## src/rtl/if_fetch_queue.sv

```systemverilog
// if_fetch_queue: sequential instruction fetch, one outstanding memory request, DEPTH-entry queue to ID.
// Optional macro IF_BYPASS_EN forwards a returning instruction straight to ID while the queue is empty.
module if_fetch_queue #(
  parameter int unsigned ADDR_W = 32,
  parameter int unsigned INST_W = 32,
  parameter int unsigned DEPTH = 4,
  parameter logic [ADDR_W-1:0] RESET_PC = '0
) (
  input  logic              clk_in,
  input  logic              rst_in,
  output logic              mem_req_out,
  output logic [ADDR_W-1:0] mem_addr_out,
  input  logic              mem_busy_in,
  input  logic              mem_done_in,
  input  logic [INST_W-1:0] mem_inst_in,
  input  logic              branch_flag_in,
  input  logic [ADDR_W-1:0] branch_target_addr_in,
  input  logic              id_ready_in,
  output logic              if_valid_out,
  output logic [ADDR_W-1:0] if_pc_out,
  output logic [INST_W-1:0] if_inst_out,
  output logic              stall_req_from_if
);
  localparam int unsigned PTR_W = (DEPTH > 1) ? $clog2(DEPTH) : 1;
  localparam int unsigned CNT_W = PTR_W + 1;

  typedef enum logic [1:0] {IDLE, REQ, WAIT, DROP} state_t;

  typedef struct packed {
    logic [ADDR_W-1:0] pc;
    logic [INST_W-1:0] inst;
  } entry_t;

  state_t            state;
  logic [ADDR_W-1:0] fetch_pc;
  logic [ADDR_W-1:0] req_pc;
  logic [PTR_W-1:0]  rd_ptr;
  logic [PTR_W-1:0]  wr_ptr;
  logic [CNT_W-1:0]  count;
  entry_t            fifo [DEPTH];

  logic              head_valid;
  logic              bypass;
  logic              accept;
  logic              done_wait;
  logic              push;
  logic              pop_q;
  logic              in_flight;
  logic [CNT_W-1:0]  count_next;
  logic [ADDR_W-1:0] seq_pc;
  entry_t            head;

  assign head_valid = (count != '0);
  assign accept     = mem_req_out && !mem_busy_in;
  assign done_wait  = (state == WAIT) && mem_done_in;
  assign seq_pc     = req_pc + ADDR_W'(4);

`ifdef IF_BYPASS_EN
  assign bypass = rst_in && done_wait && !branch_flag_in && !head_valid;
`else
  assign bypass = 1'b0;
`endif

  // Head of queue, or the returning instruction when it is forwarded directly.
  always_comb begin
    head = '0;
    if (head_valid) begin
      head = fifo[rd_ptr];
    end else if (bypass) begin
      head.pc   = req_pc;
      head.inst = mem_inst_in;
    end
  end

  assign if_valid_out      = head_valid || bypass;
  assign if_pc_out         = head.pc;
  assign if_inst_out       = head.inst;
  assign stall_req_from_if = !if_valid_out;

  assign pop_q      = head_valid && id_ready_in && !branch_flag_in;
  assign push       = rst_in && done_wait && !branch_flag_in && !(bypass && id_ready_in);
  assign count_next = count + CNT_W'(push) - CNT_W'(pop_q);

  // A redirect must let an already-accepted fetch drain before issuing to the target.
  assign in_flight = ((state == WAIT) && !mem_done_in) ||
                     ((state == REQ)  && accept) ||
                     ((state == DROP) && !mem_done_in);

  always_ff @(posedge clk_in) begin
    if (push) begin
      fifo[wr_ptr].pc   <= req_pc;
      fifo[wr_ptr].inst <= mem_inst_in;
    end
  end

  always_ff @(posedge clk_in) begin
    if (!rst_in) begin
      state        <= IDLE;
      fetch_pc     <= RESET_PC;
      req_pc       <= '0;
      rd_ptr       <= '0;
      wr_ptr       <= '0;
      count        <= '0;
      mem_req_out  <= 1'b0;
      mem_addr_out <= '0;
    end else if (branch_flag_in) begin
      rd_ptr   <= '0;
      wr_ptr   <= '0;
      count    <= '0;
      fetch_pc <= branch_target_addr_in;
      if (in_flight) begin
        state       <= DROP;
        mem_req_out <= 1'b0;
      end else begin
        state        <= REQ;
        mem_req_out  <= 1'b1;
        mem_addr_out <= branch_target_addr_in;
      end
    end else begin
      if (push) wr_ptr <= wr_ptr + PTR_W'(1);
      if (pop_q) rd_ptr <= rd_ptr + PTR_W'(1);
      count <= count_next;
      case (state)
        IDLE: begin
          if (count < CNT_W'(DEPTH)) begin
            state        <= REQ;
            mem_req_out  <= 1'b1;
            mem_addr_out <= fetch_pc;
          end
        end
        REQ: begin
          if (accept) begin
            state       <= WAIT;
            mem_req_out <= 1'b0;
            req_pc      <= mem_addr_out;
          end
        end
        WAIT: begin
          if (mem_done_in) begin
            fetch_pc <= seq_pc;
            if (count_next < CNT_W'(DEPTH)) begin
              state        <= REQ;
              mem_req_out  <= 1'b1;
              mem_addr_out <= seq_pc;
            end else begin
              state <= IDLE;
            end
          end
        end
        DROP: begin
          if (mem_done_in) begin
            state        <= REQ;
            mem_req_out  <= 1'b1;
            mem_addr_out <= fetch_pc;
          end
        end
        default: state <= IDLE;
      endcase
    end
  end
endmodule
```

## config.mk

```make
export PLATFORM = sky130hd
export DESIGN_NAME = if_fetch_queue
export DESIGN_NICKNAME = d
export VERILOG_FILES = /design/src/rtl/if_fetch_queue.sv
export SDC_FILE = /design/constraint.sdc
export NUM_CORES = 1
export LEC_CHECK = 0
export CORE_MARGIN = 10
export CORE_UTILIZATION = 50
export CTS_CLUSTER_DIAMETER = 120
export DETAILED_ROUTE_END_ITERATION = 8
export DONT_BUFFER_PORTS = 1
export PLACE_DENSITY_LB_ADDON = 0.2
export SYNTH_ARGS = -nofsm -noshare
export SYNTH_HDL_FRONTEND = slang
export SYNTH_SLANG_ARGS = --single-unit
```

## constraint.sdc

```tcl
create_clock -name clk_in -period 5.95 [get_ports clk_in]
set_clock_uncertainty 0.1 [all_clocks]
set_input_delay 1.19 -clock clk_in [delete_from_list [all_inputs] [get_ports clk_in]]
set_output_delay 1.19 -clock clk_in [all_outputs]
set_load 0.005 [all_outputs]
```

Word-level counts from Yosys, hierarchy flattened. Memory sizes are Yosys's and may differ from the RTL's. A register that Yosys moved wholly into a read port is not among the register bits. Cells that the tools add are included.

Reductions and logical operators: 26. Magnitude comparators: 2. Mux-type cells: 31. Equality and inequality tests: 9. Add/sub/neg operators: 5. Bitwise operators: 2.

Operators with widths (count): 32-bit two-way mux (9); 32-bit one-hot mux with 3 select lines (1); 64-bit two-way mux (1); 32-bit by 3-bit adder with 32-bit output (second input constant) (1); 2-bit two-way mux (8); 3-bit != test (second input constant) (4); 1-bit two-way mux (10); 1-bit logical AND (9); 2-bit one-hot mux with 4 select lines (1); 3-bit less-than comparator (second input constant) (2); 6-bit AND reduction (1); 5-bit AND reduction (1); 2-bit by 1-bit adder with 2-bit output (second input constant) (2); 2-bit equality test (second input constant) (2); 1-bit zero test (4); 1-bit one-hot mux with 4 select lines (1); 4-bit AND reduction (1); 2-bit nonzero test (2); 4-bit nonzero test (1); 3-bit by 1-bit adder with 3-bit output (1); 3-bit by 2-bit != test with 1-bit output (second input constant) (1); 3-bit AND reduction (1); 3-bit nonzero test (1); 3-bit by 1-bit subtractor with 3-bit output (1); 7 further kinds (9).

Memories kept: 1. Register bits: 106. Logic and storage cells: 84. Input bits: 70. RAM bits: 256.

Memory list: fifo (depth 4, bits a word 64, rd ports 1, clocked after memory_dff 1, write ports 1, line 40) `entry_t fifo [DEPTH];`.

Depth between registers and ports, before layout.
Depth after elaboration: 11. Mapped depth: 15. Depth with buffers taken out: 14.

Least setup slack after synthesis. OpenSTA, ideal clock, no wires.

Path type: input to register. Start: input branch_flag_in. End: register mem_addr_out[20]. Slack: 1.243 ns. Path buffers: 5. Setup time: 0.122 ns. Stages on the path: 15. Required time: 5.728 ns. Arrival: 4.485 ns. Path through: buf_2 -> clkbuf_1 -> clkbuf_1 -> buf_1 -> nor2_1 -> ha_1 -> inv_1 -> ha_1 -> fa_1 -> xor3_1 -> nor2_1 -> a2111o_1 -> clkbuf_1 -> nor4_1 -> nor2_1.

Elaborated cells on any way between the ends: 14. Those cells by class: add/sub (2); order compare (1); eq/ne (5); mux (1); reduce/logical (5).

RTL lines: start, declared (line 16) `input logic branch_flag_in,`; 1-bit zero test (line 80) `assign pop_q = head_valid && id_ready_in && !branch_flag_in;`; 1-bit logical AND (line 80); via pop_q (line 47) `logic pop_q;`; 3-bit by 1-bit subtractor with 3-bit output (line 82) `assign count_next = count + CNT_W'(push) - CNT_W'(pop_q);`; 3-bit less-than comparator (line 141) `if (count_next < CNT_W'(DEPTH)) begin`; 3-bit by 2-bit != test with 1-bit output (no line); 6-bit AND reduction (no line); end signal, assigned (line 117) `mem_addr_out <= branch_target_addr_in;`; end signal, assigned (line 144) `mem_addr_out <= seq_pc;`; end signal, assigned (line 154) `mem_addr_out <= fetch_pc;`; end, declared (line 12) `output logic [ADDR_W-1:0] mem_addr_out,`.

The timed path passes the listed nets, and every way through them passes these cells. A chain may end at the register's enable or synchronous reset.

Final worst setup path.
Start: register count[2]. End: register mem_addr_out[12].

Cells in the longest elaborated chain, start to end: 7. Elaborated cells on any way between the ends: 10. Those cells by class: add/sub (2); order compare (2); eq/ne (2); reduce/logical (4).

Ends and longest elaborated chain: start, declared (line 39) `logic [CNT_W-1:0] count;`; start signal, assigned (line 122) `count <= count_next;`; 3-bit nonzero test (line 53) `assign head_valid = (count != '0);`; via if_valid_out (line 19) `output logic if_valid_out,`; 1-bit logical AND (2 in series) (line 80); via pop_q (line 47); 3-bit by 1-bit subtractor with 3-bit output (line 82); 3-bit less-than comparator (line 141); 3-bit by 2-bit != test with 1-bit output (no line); 6-bit AND reduction (no line).

The timed path passes the listed nets, and every way through them passes these cells.

==> impl_results.md <==
* Status: finished clean
* GRT overflow at 0
* Comb power frac at 0.034
* Initial antenna violation count at 0
* Total CTS buffers at 39
* Highest Clock Rate at 228 MHz
* Synth area leader: edfxtp_1
* Hold Path Depth at 2
* Worst slew pin tran at 1060 ps
* Post-synth top area share at 0.511
* Synthesis-stage register bit count at 364
* DR DRC count at 0
* 1st-pass router iterations at 6
* Synth top cells by count: edfxtp_1, nand2_1, dfxtp_1, and2_1, a21oi_1
* Family with the most delay on the worst path: simple AND/OR/NAND/NOR gates
* Final setup margin at 1570 ps
* Required time worst endpoint at 6240 ps
* Routability cong. at 0.832
* DP Cell Count at 1425
* Fin crit period at 4380 ps
* H-tree depth at 2
* Clock network fraction of design power at 0.436
* Antenna viol nets, final at 0
* Int Pwr at 4.19 mW
* Final HPWL DP at 21800 um
* Worst r2r path cells at 12
* CTS clk-pin slew, worst paths at 60 ps
* Total die area at 0.0374 mm2
* Setup TNS at 0 ps
* Syn nets at 1174
* Tcrit/Tclk final at 0.736
* Root buffer cell: clkbuf_16
* Vias in the first global route at 8886
* End point of the critical path: mem_addr_out[12]$_SDFFE_PN0P_
* Crit end category: flop
* First-pass GRT wire length at 54000 um
* Post-synthesis cell type count at 60
* Place WS at 1380 ps
* Crit Path Class: flop to flop
* Initial core utilization at 0.508
* Leak at 5.54 nW
* Critical Path Source Type: flop
* EDFF count, synth at 256
* Critical path's slowest cell: or3_2
* Critical path depth at 12
* Die Wd at 193 um
* Worst-path fanout max at 68
* CTS tree: built
* Synth async-reset ratio at 0
* Vias at 8850
* Net Sw Frac at 0.208
* Die height at 193 um
* Share of layout cells above drive strength 1 at 0.142
* Crit path largest cell delay at 920 ps
* Vias/cell at 5.92
* Critical R2R Launch: count[2]$_SDFF_PP0_
* Mean Syn Cell Area at 13.8 um2
* Seq/Total Area, Yosys at 0.654
* # fillers at 2413
* Hold Buf Count CTS at 0
* Synth warn at 0
* Worst min-delay path class: flop to flop
* Reg2reg setup slack at 1570 ps
* Worst rel slew slack at 0.292
* Inserted Diodes at 0
* P per Cell Area at 319 mW/mm2
* GRT Total Usage at 0.181
* Max-cap viol count at 0
* Clock Tree Buf Depth at 3
* Fin. max-slew vios at 0
* Main flop type after synthesis: edfxtp_1
* I/O pin cnt at 169
* RSZ-0062 raised after global routing: no
* Number of setup buffers added after CTS at 0
* Worst-Skew Late Latency at 520 ps
* Switch Pwr at 1.10 mW
* WL final at 34800 um
* CTS Sinks at 364
* PortBufs at 0
* Most frequent cell after synthesis: edfxtp_1
* Post-route insts no fill at 1496
* Maximum VDD drop at 190 uV
* Post-DR wirelength/cell at 23.2 um
* P&R area growth vs syn at 10.4%
* # rows at 63
* Synth top area cells: edfxtp_1, dfxtp_1, mux4_2, nand2_1, and2_1
* Crit path cell chain: or3_2 > nand2_1 > nor2_1 > ha_1 > inv_1 > ha_1 > fa_1 > xor3_1 > nor2_1 > a2111o_1 > a2111oi_0 > nor2_1
* Power share of the sequential group at 0.530
* Hold slack at 363 ps
* Timing startpoint of the critical path: count[2]$_SDFF_PP0_
* Critical R2R Capture: mem_addr_out[12]$_SDFFE_PN0P_
* Final setup fails at 0
* DRT iter0 DRCs at 705
* Largest net degree at the start of global routing at 81
* Worst EP arrival at 4670 ps
* Total power at 5.30 mW
* Layout Nets at 1158
* Post-cts resize count at 0
* Cell Area, Synth at 0.0150 mm2
* Final hold viol count at 0
* Post-Syn Instances at 1092
* CP most frequent cell: nor2_1
* Core area at 0.0296 mm2
* Buf/Inv on CP at 1
==> layer usage <==
metal / vias to the layer above / track usage / part of all wire
met5: - / 0 / 0
met4: 0 / 0.0383 / 0.014
met3: 36 / 0.0615 / 0.098
met2: 287 / 0.278 / 0.46
met1: 4414 / 0.244 / 0.43
li1: 4113 / - / -
==> how the worst min path moves through the flow <==
stage | start | to | slack, ps
floorplan | fetch_pc[20]$_SDFFE_PN0P_ | fetch_pc[20]$_SDFFE_PN0P_ | 340
global placement | fetch_pc[20]$_SDFFE_PN0P_ | fetch_pc[20]$_SDFFE_PN0P_ | 340
detailed placement | fetch_pc[20]$_SDFFE_PN0P_ | fetch_pc[20]$_SDFFE_PN0P_ | 360
CTS | fetch_pc[20]$_SDFFE_PN0P_ | fetch_pc[20]$_SDFFE_PN0P_ | 370
global route | fetch_pc[0]$_SDFFE_PN0P_ | fetch_pc[0]$_SDFFE_PN0P_ | 380
finish | fetch_pc[20]$_SDFFE_PN0P_ | fetch_pc[20]$_SDFFE_PN0P_ | 360
==> cells in the final DEF, fill, tap and decap left out, types with 17 or more instances in the layout <==
cell type and n:
edfxtp_1 256, nand2_1 132, dfxtp_1 106, and2_1 67, a21oi_1 66, mux4_2 64, nor2_1 49, o21ai_0 48
clkbuf_16 41, a31oi_1 21, nand3_1 17
==> worst min-delay path, delay by kind of cell, from the launching register on <==
family                 cells  cell delay (ps)
buffers and inverters      1               50
flip-flops                 1              310
AO/OA/AOI/OAI              1               60
==> per-stage QoR <==
stage | cell area, um2 | utilization
final | 16600 | 0.560
after global routing | 16600 | 0.560
after CTS | 16600 | 0.560
after detailed placement | 15400 | 0.519
after global placement | 15400 | 0.519
after floorplan | 15000 | -
==> logic make-up after synthesis <==
family                     Yosys count  synth area share
DFF                                364             0.654
adders and majority gates           12            0.0105
xor gates and xnor gates            20            0.0126
buffers and inverters               91            0.0244
and+or+nand+nor                    325             0.109
AOI/OAI and AO/OA                  210            0.0888
muxes                               70             0.100
==> power groups by stage <==
stage	registers (mW)	clock network (mW)	logic, mW
global route	2.82	2.47	0.202
global placement	2.86	0	0.176
finish	2.81	2.31	0.179
floorplan	2.83	0	0.150
CTS	2.81	2.36	0.181
detailed placement	2.86	0	0.180
==> registers in the layout, indices dropped and copies added, names as in the netlist, named ones only <==
| signal | cells |
|---|---|
| fifo | 256 |
| rd_ptr | 2 |
| req_pc | 32 |
| wr_ptr | 2 |
| mem_addr_out | 32 |
| mem_req_out | 1 |
| fetch_pc | 32 |
| state | 2 |
| count | 3 |
==> area by class of cell <==
type | instances | area, um2 | share of cell area
clock buffer | 47 | 1050 | 0.0631
clock inverter | 24 | 180 | 0.0108
inverter | 18 | 67.6 | 0.00407
multi-input combinational | 637 | 4850 | 0.292
sequential | 364 | 9850 | 0.593
tap | 390 | 488 | 0.0294
timing repair buffer | 16 | 120 | 0.00723
Note: power is estimated with default switching activity, not from simulation.
